## src/rtl/mac_pkg.sv

```systemverilog
// mac_pkg: shared types and helpers for the dot-product MAC.
// State encoding, counter sizing and saturation limits.
package mac_pkg;

    typedef enum logic [1:0] {
        ST_ACC   = 2'd0,
        ST_DRAIN = 2'd1,
        ST_DONE  = 2'd2
    } state_t;

    function automatic int cnt_width(input int n);
        return (n < 2) ? 1 : $clog2(n);
    endfunction

    // Limits are returned in 64 bits; callers keep the low ACC_WIDTH bits.
    function automatic logic [63:0] sat_max(input int w, input int sgn);
        return (sgn != 0) ? (64'd1 << (w - 1)) - 64'd1
                          : (64'd1 << w) - 64'd1;
    endfunction

    function automatic logic [63:0] sat_min(input int w, input int sgn);
        return (sgn != 0) ? ~((64'd1 << (w - 1)) - 64'd1) : 64'd0;
    endfunction

endpackage

```

## src/rtl/mac_sat_add.sv

```systemverilog
// mac_sat_add: accumulator plus extended product, clamped to ACC_WIDTH.
// Purely combinational; reports whether a clamp was applied.
module mac_sat_add
    import mac_pkg::*;
#(
    parameter int ACC_WIDTH = 24,
    parameter int SIGNED    = 0
)(
    input  logic [ACC_WIDTH-1:0] i_acc,
    input  logic [ACC_WIDTH:0]   i_term,
    output logic [ACC_WIDTH-1:0] o_sum,
    output logic                 o_ovf
);

    localparam logic [63:0] MAX64 = sat_max(ACC_WIDTH, SIGNED);
    localparam logic [63:0] MIN64 = sat_min(ACC_WIDTH, SIGNED);
    localparam logic [ACC_WIDTH-1:0] SAT_MAX = MAX64[ACC_WIDTH-1:0];
    localparam logic [ACC_WIDTH-1:0] SAT_MIN = MIN64[ACC_WIDTH-1:0];

    logic                 w_ext;
    logic [ACC_WIDTH:0]   w_sum;

    assign w_ext = (SIGNED != 0) && i_acc[ACC_WIDTH-1];
    assign w_sum = {w_ext, i_acc} + i_term;

    always_comb begin
        o_sum = w_sum[ACC_WIDTH-1:0];
        o_ovf = 1'b0;
        if (SIGNED != 0) begin
            // Top two bits disagree: the signed sum left the ACC_WIDTH range.
            if (w_sum[ACC_WIDTH] != w_sum[ACC_WIDTH-1]) begin
                o_ovf = 1'b1;
                o_sum = w_sum[ACC_WIDTH] ? SAT_MIN : SAT_MAX;
            end
        end else if (w_sum[ACC_WIDTH]) begin
            o_ovf = 1'b1;
            o_sum = SAT_MAX;
        end
    end

endmodule

```

## src/rtl/mac_dot_product.sv

```systemverilog
// mac_dot_product: streamed VEC_LEN-pair dot product with saturation.
// Two-stage pipeline (operand register, saturating accumulate) plus FSM.
module mac_dot_product
    import mac_pkg::*;
#(
    parameter int DATA_WIDTH = 8,
    parameter int ACC_WIDTH  = 24,
    parameter int VEC_LEN    = 16,
    parameter int SIGNED     = 0
)(
    input  logic                  clk,
    input  logic                  s_reset_n,
    input  logic                  clear,
    input  logic                  in_valid,
    output logic                  in_ready,
    input  logic [DATA_WIDTH-1:0] op_a,
    input  logic [DATA_WIDTH-1:0] op_b,
    output logic                  out_valid,
    input  logic                  out_ready,
    output logic [ACC_WIDTH-1:0]  result,
    output logic                  overflow
);

    localparam int CW = cnt_width(VEC_LEN);
    localparam int PW = 2 * DATA_WIDTH;
    localparam logic [CW-1:0] LAST = CW'(VEC_LEN - 1);

    state_t                r_state;
    logic [CW-1:0]         r_cnt;
    logic                  r_s1_valid;
    logic                  r_in_ready;
    logic                  r_out_valid;
    logic                  r_ovf;
    logic [DATA_WIDTH-1:0] r_a;
    logic [DATA_WIDTH-1:0] r_b;
    logic [ACC_WIDTH-1:0]  r_acc;

    logic                  w_in_fire;
    logic                  w_out_fire;
    logic [PW-1:0]         w_a_x;
    logic [PW-1:0]         w_b_x;
    logic [PW-1:0]         w_prod;
    logic [ACC_WIDTH:0]    w_term;
    logic [ACC_WIDTH-1:0]  w_sum;
    logic                  w_ovf;

    assign w_in_fire  = in_valid && r_in_ready;
    assign w_out_fire = r_out_valid && out_ready;

    // Extending first makes the low PW bits the exact product in both modes.
    assign w_a_x  = {{DATA_WIDTH{(SIGNED != 0) && r_a[DATA_WIDTH-1]}}, r_a};
    assign w_b_x  = {{DATA_WIDTH{(SIGNED != 0) && r_b[DATA_WIDTH-1]}}, r_b};
    assign w_prod = w_a_x * w_b_x;
    assign w_term = {{(ACC_WIDTH + 1 - PW){(SIGNED != 0) && w_prod[PW-1]}},
                     w_prod};

    mac_sat_add #(
        .ACC_WIDTH (ACC_WIDTH),
        .SIGNED    (SIGNED)
    ) u_sat_add (
        .i_acc  (r_acc),
        .i_term (w_term),
        .o_sum  (w_sum),
        .o_ovf  (w_ovf)
    );

    always_ff @(posedge clk) begin
        if (!s_reset_n || clear) begin
            r_state     <= ST_ACC;
            r_cnt       <= '0;
            r_s1_valid  <= 1'b0;
            r_a         <= '0;
            r_b         <= '0;
            r_acc       <= '0;
            r_ovf       <= 1'b0;
            r_in_ready  <= 1'b1;
            r_out_valid <= 1'b0;
        end else begin
            r_s1_valid <= w_in_fire;
            if (w_in_fire) begin
                r_a <= op_a;
                r_b <= op_b;
            end
            if (r_s1_valid) begin
                r_acc <= w_sum;
                r_ovf <= r_ovf | w_ovf;
            end
            unique case (r_state)
                ST_ACC: begin
                    if (w_in_fire) begin
                        r_cnt <= r_cnt + CW'(1);
                        if (r_cnt == LAST) begin
                            r_state    <= ST_DRAIN;
                            r_in_ready <= 1'b0;
                        end
                    end
                end
                ST_DRAIN: begin
                    if (!r_s1_valid) begin
                        r_state     <= ST_DONE;
                        r_out_valid <= 1'b1;
                    end
                end
                ST_DONE: begin
                    if (w_out_fire) begin
                        r_state     <= ST_ACC;
                        r_cnt       <= '0;
                        r_acc       <= '0;
                        r_ovf       <= 1'b0;
                        r_out_valid <= 1'b0;
                        r_in_ready  <= 1'b1;
                    end
                end
                default: r_state <= ST_ACC;
            endcase
        end
    end

    assign in_ready  = r_in_ready;
    assign out_valid = r_out_valid;
    assign result    = r_acc;
    assign overflow  = r_ovf;

endmodule

```

## config.mk

```make
export PLATFORM = sky130hd
export DESIGN_NAME = mac_dot_product
export DESIGN_NICKNAME = d
export VERILOG_FILES = /design/src/rtl/mac_pkg.sv /design/src/rtl/mac_sat_add.sv /design/src/rtl/mac_dot_product.sv
export SDC_FILE = /design/constraint.sdc
export NUM_CORES = 1
export LEC_CHECK = 0
export ABC_AREA = 1
export BUFFER_PORTS_ARGS = -buffer_cell sky130_fd_sc_hd__buf_4
export CAP_MARGIN = 10
export CELL_PAD_IN_SITES_DETAIL_PLACEMENT = 0
export CELL_PAD_IN_SITES_GLOBAL_PLACEMENT = 1
export CORE_UTILIZATION = 44
export DETAILED_ROUTE_END_ITERATION = 6
export GPL_TIMING_DRIVEN = 0
export PLACE_DENSITY_LB_ADDON = 0.1
export SLEW_MARGIN = 20
export SYNTH_ARGS = -nofsm -noshare
export SYNTH_HDL_FRONTEND = slang
export SYNTH_HIERARCHICAL = 1
export SYNTH_SLANG_ARGS = --single-unit
```

## constraint.sdc

```tcl
create_clock -name clk -period 6.41 [get_ports clk]
set_input_delay 1.282 -clock clk [delete_from_list [all_inputs] [get_ports clk]]
set_output_delay 1.282 -clock clk [all_outputs]
set_load 0.01 [all_outputs]
```

==> results.sh <==
export IMPL_status="finished clean"
export IMPL_cts_root_buf="clkbuf_16"
export IMPL_r2r_end="overflow"
export IMPL_first_pass_iters=4
export IMPL_worst_setup_path_start_kind="register"
export IMPL_overflow=0
export IMPL_critical_path_class="reg2reg"
export IMPL_cts_path_max_buffers=2
export IMPL_synth_top_family_by_area="simple AND/OR/NAND/NOR gates"
export IMPL_muxShareOfSynthArea_pct=0
export IMPL_vias_per_cell=4.59
export IMPL_rows=43
export IMPL_fin_crit_sh_pct=93.5
export IMPL_die_h_um=122
export IMPL_design_area_mm2=0.00711
export IMPL_vdd_ir_drop_max_uv=136
export IMPL_coreArea_mm2=0.0139
export IMPL_drt_wl_total_um=15300
export IMPL_drv_cap=0
export IMPL_reg2reg_depth=31
export IMPL_layout_drive_gt1_share_pct=13.3
export IMPL_ios=48
export IMPL_setup_viol=0
export IMPL_clock_sinks=50
export IMPL_initial_core_util_pct=45.4
export IMPL_wl_per_cell_um=12.3
export IMPL_tightest_slew_ns=0.578
export IMPL_grt_pass1_wl_um=25800
export IMPL_post_synth_cell_area_avg_um2=6.31
export IMPL_post_cts_buffers=0
export IMPL_die_w_um=122
export IMPL_cts_tree="yes"
export IMPL_endpoint_kind="register"
export IMPL_period_minus_slack_ns=5.99
export IMPL_hold_violations=0
export IMPL_critPathMostFrequentCell="nand2_1"
export IMPL_routabilityCongestion=0.857
export IMPL_synth_seq_cells=50
export IMPL_required_ns=6.61
export IMPL_synthSimpleGateAreaFrac_pct=34.3
export IMPL_clock_skew_ns=0.00757
export IMPL_htree_levels=2
export IMPL_area_delta_synth_final_pct=12.4
export IMPL_ys_seq_area_share_pct=15.8
export IMPL_clock_fmax_mhz=167
export IMPL_drt_initial_drc_count=215
export IMPL_clk_pin_slew_ns=0.07
export IMPL_p_int_mw=0.566
export IMPL_numCtsBuffers=5
export IMPL_syn_inst=1002
export IMPL_drv_slew=0
export IMPL_grt_usage_pct=22.4
export IMPL_critical_path_slowest_cell="fa_1"
export IMPL_clk_latency_ns=0.30
export IMPL_drc=0
export IMPL_synth_area_leaders="nand2_1 (20%), dfxtp_1 (16%), inv_1 (13%), ha_1 (12%), fa_1 (12%)"
export IMPL_r2r_slack_ns=0.42
export IMPL_postPlaceCellArea_mm2=0.00694
export IMPL_netlist_area_leader_share_pct=19.9
export IMPL_cts_hold_buf=0
export IMPL_p_per_area_mw_per_mm2=112
export IMPL_synth_xor_xnor_area_share_pct=2.77
export IMPL_nets=1183
export IMPL_endpoint="overflow"
export IMPL_clkPwrFrac_pct=40.0
export IMPL_p_leak_nw=4.27
export IMPL_critPathMaxStageDelay_ns=0.56
export IMPL_switching_share_pct=29.2
export IMPL_crit_arrival_ns=6.19
export IMPL_grt_pass1_vias=5519
export IMPL_num_vias=5715
export IMPL_grt_max_degree=18
export IMPL_synth_warnings=6
export IMPL_slew_headroom_pct=61.5
export IMPL_drtAntennaViolNets=0
export IMPL_p_switching_mw=0.234
export IMPL_crit_start="r_a[0]"
export IMPL_synth_cell_types=31
export IMPL_pwr_share_seq_pct=40.4
export IMPL_hold_class="reg2reg"
export IMPL_synth_area_mm2=0.00632
export IMPL_synth_compound_area_share_pct=7.00
export IMPL_yosys_area_top_type="nand2_1"
export IMPL_r2r_start="r_a[0]"
export IMPL_cts_repair_resize_count=0
export IMPL_rsz0062_at_grt="no"
export IMPL_antenna_found_initial=0
export IMPL_tns_ns=0
export IMPL_p_comb_share_pct=19.5
export IMPL_dp_final_hpwl_um=12800
export IMPL_numPortBuffers=47
export IMPL_crit_fanout=10
export IMPL_die_area_mm2=0.0149
export IMPL_n_antenna_cell=0
export IMPL_synthAdderAreaFrac_pct=23.8
==> power by group through the flow <==
stage                     Clock (mW)  Sequential, mW  Combinational (mW)
after floorplan                    0           0.330               0.112
after global placement             0           0.329               0.157
after detailed placement           0           0.330               0.158
after CTS                      0.332           0.322               0.159
after global routing           0.342           0.324               0.177
final                          0.320           0.323               0.156
==> cells in the final DEF (no fill, tap or decap), drive strengths merged <==
master and n:
clkbuf 20, xnor2 12, buf 60, nand3b 2, xor2 8, nand4 14
inv 224, bufinv 1, nor2 81, clkinvlp 1, nand2 370, ha 61
o21ai 23, fa 37, nor3 3, a21oi 49, nand3 39, dfxtp 50
conb 10
==> worst max-delay path, delay by kind of cell, from the launching register on <==
family,cells,cell delay (ns)
buffers and inverters,9,0.98
AND/OR/NAND/NOR,15,1.53
AO/OA/AOI/OAI,1,0.13
flip-flops,1,0.31
adder cells (fa/ha/maj),6,2.93
==> how the worst min path moves through the flow <==
stage	from	end	slack, ns	depth (start not counted)
2_1_floorplan	r_cnt[3]	r_cnt[3]	0.47	2
3_3_place_gp	overflow	overflow	0.47	2
3_5_place_dp	overflow	overflow	0.48	2
4_1_cts	result[3]	result[3]	0.49	2
5_1_grt	result[3]	result[3]	0.51	2
6_report	result[3]	result[3]	0.49	2
==> state kept, by name, indices dropped and copies added (netlist names) <==
signal      cells
overflow        1
out_valid       1
r_s1_valid      1
r_cnt           4
in_ready        1
r_a             8
r_b             8
result         24
r_state         2
==> final cells by class <==
cell class	count	area [µm²]
timing repair buffer	47	353
sequential	50	1000
buffer	28	180
fill	1512	6830
clock buffer	5	125
clock inverter	3	48.8
tap	180	225
inverter	223	842
multi-input combinational	709	4330
==> logic make-up after synthesis <==
logic type	Yosys count
compound gates	72
xor+xnor	20
fa+ha+maj	98
buf+inv	252
flops	50
other cells	1
simple gates	509
==> cell usage after synthesis <==
library cell	instances
buf_12	4
buf_1	1
nor2_1	75
inv_6	1
inv_1	212
ha_1	61
a21oi_1	30
nand3_1	37
nor2_8	2
nand2_4	2
nand4_2	1
nand2_1	335
nand3b_1	2
o21ai_0	7
a21oi_2	19
fa_1	37
nor3_1	3
nand3_2	2
dfxtp_1	50
inv_2	10
o21ai_1	15
buf_2	8
xor2_1	8
nor2_2	2
nor2_4	2
nand4_1	13
o21ai_4	1
nand2_2	33
conb_1	1
xnor2_1	12
clkbuf_1	16
==> metrics by stage <==
stage	util (%)	std cells	power, mW	setup slack (ns)	hold WS, ns
after floorplan	-	1011	0.442	1.23	0.475
after global placement	49.8	1238	0.487	0.403	0.474
after detailed placement	49.8	1238	0.488	0.386	0.476
after CTS	51.0	1246	0.813	0.361	0.492
after global routing	51.0	1245	0.844	0.0228	0.507
final	51.0	1245	0.799	0.417	0.488
==> metal layers <==
layer	vias up	share of wire (%)	global-route usage, %	wire (µm)
met1	2554	49	28.9	7430
met4	0	1.7	6.40	262
met5	-	0	0	0
li1	3096	-	-	-
met2	49	47	39.1	7270
met3	16	2.2	2.34	343
Power figures use the tool's default switching activity.
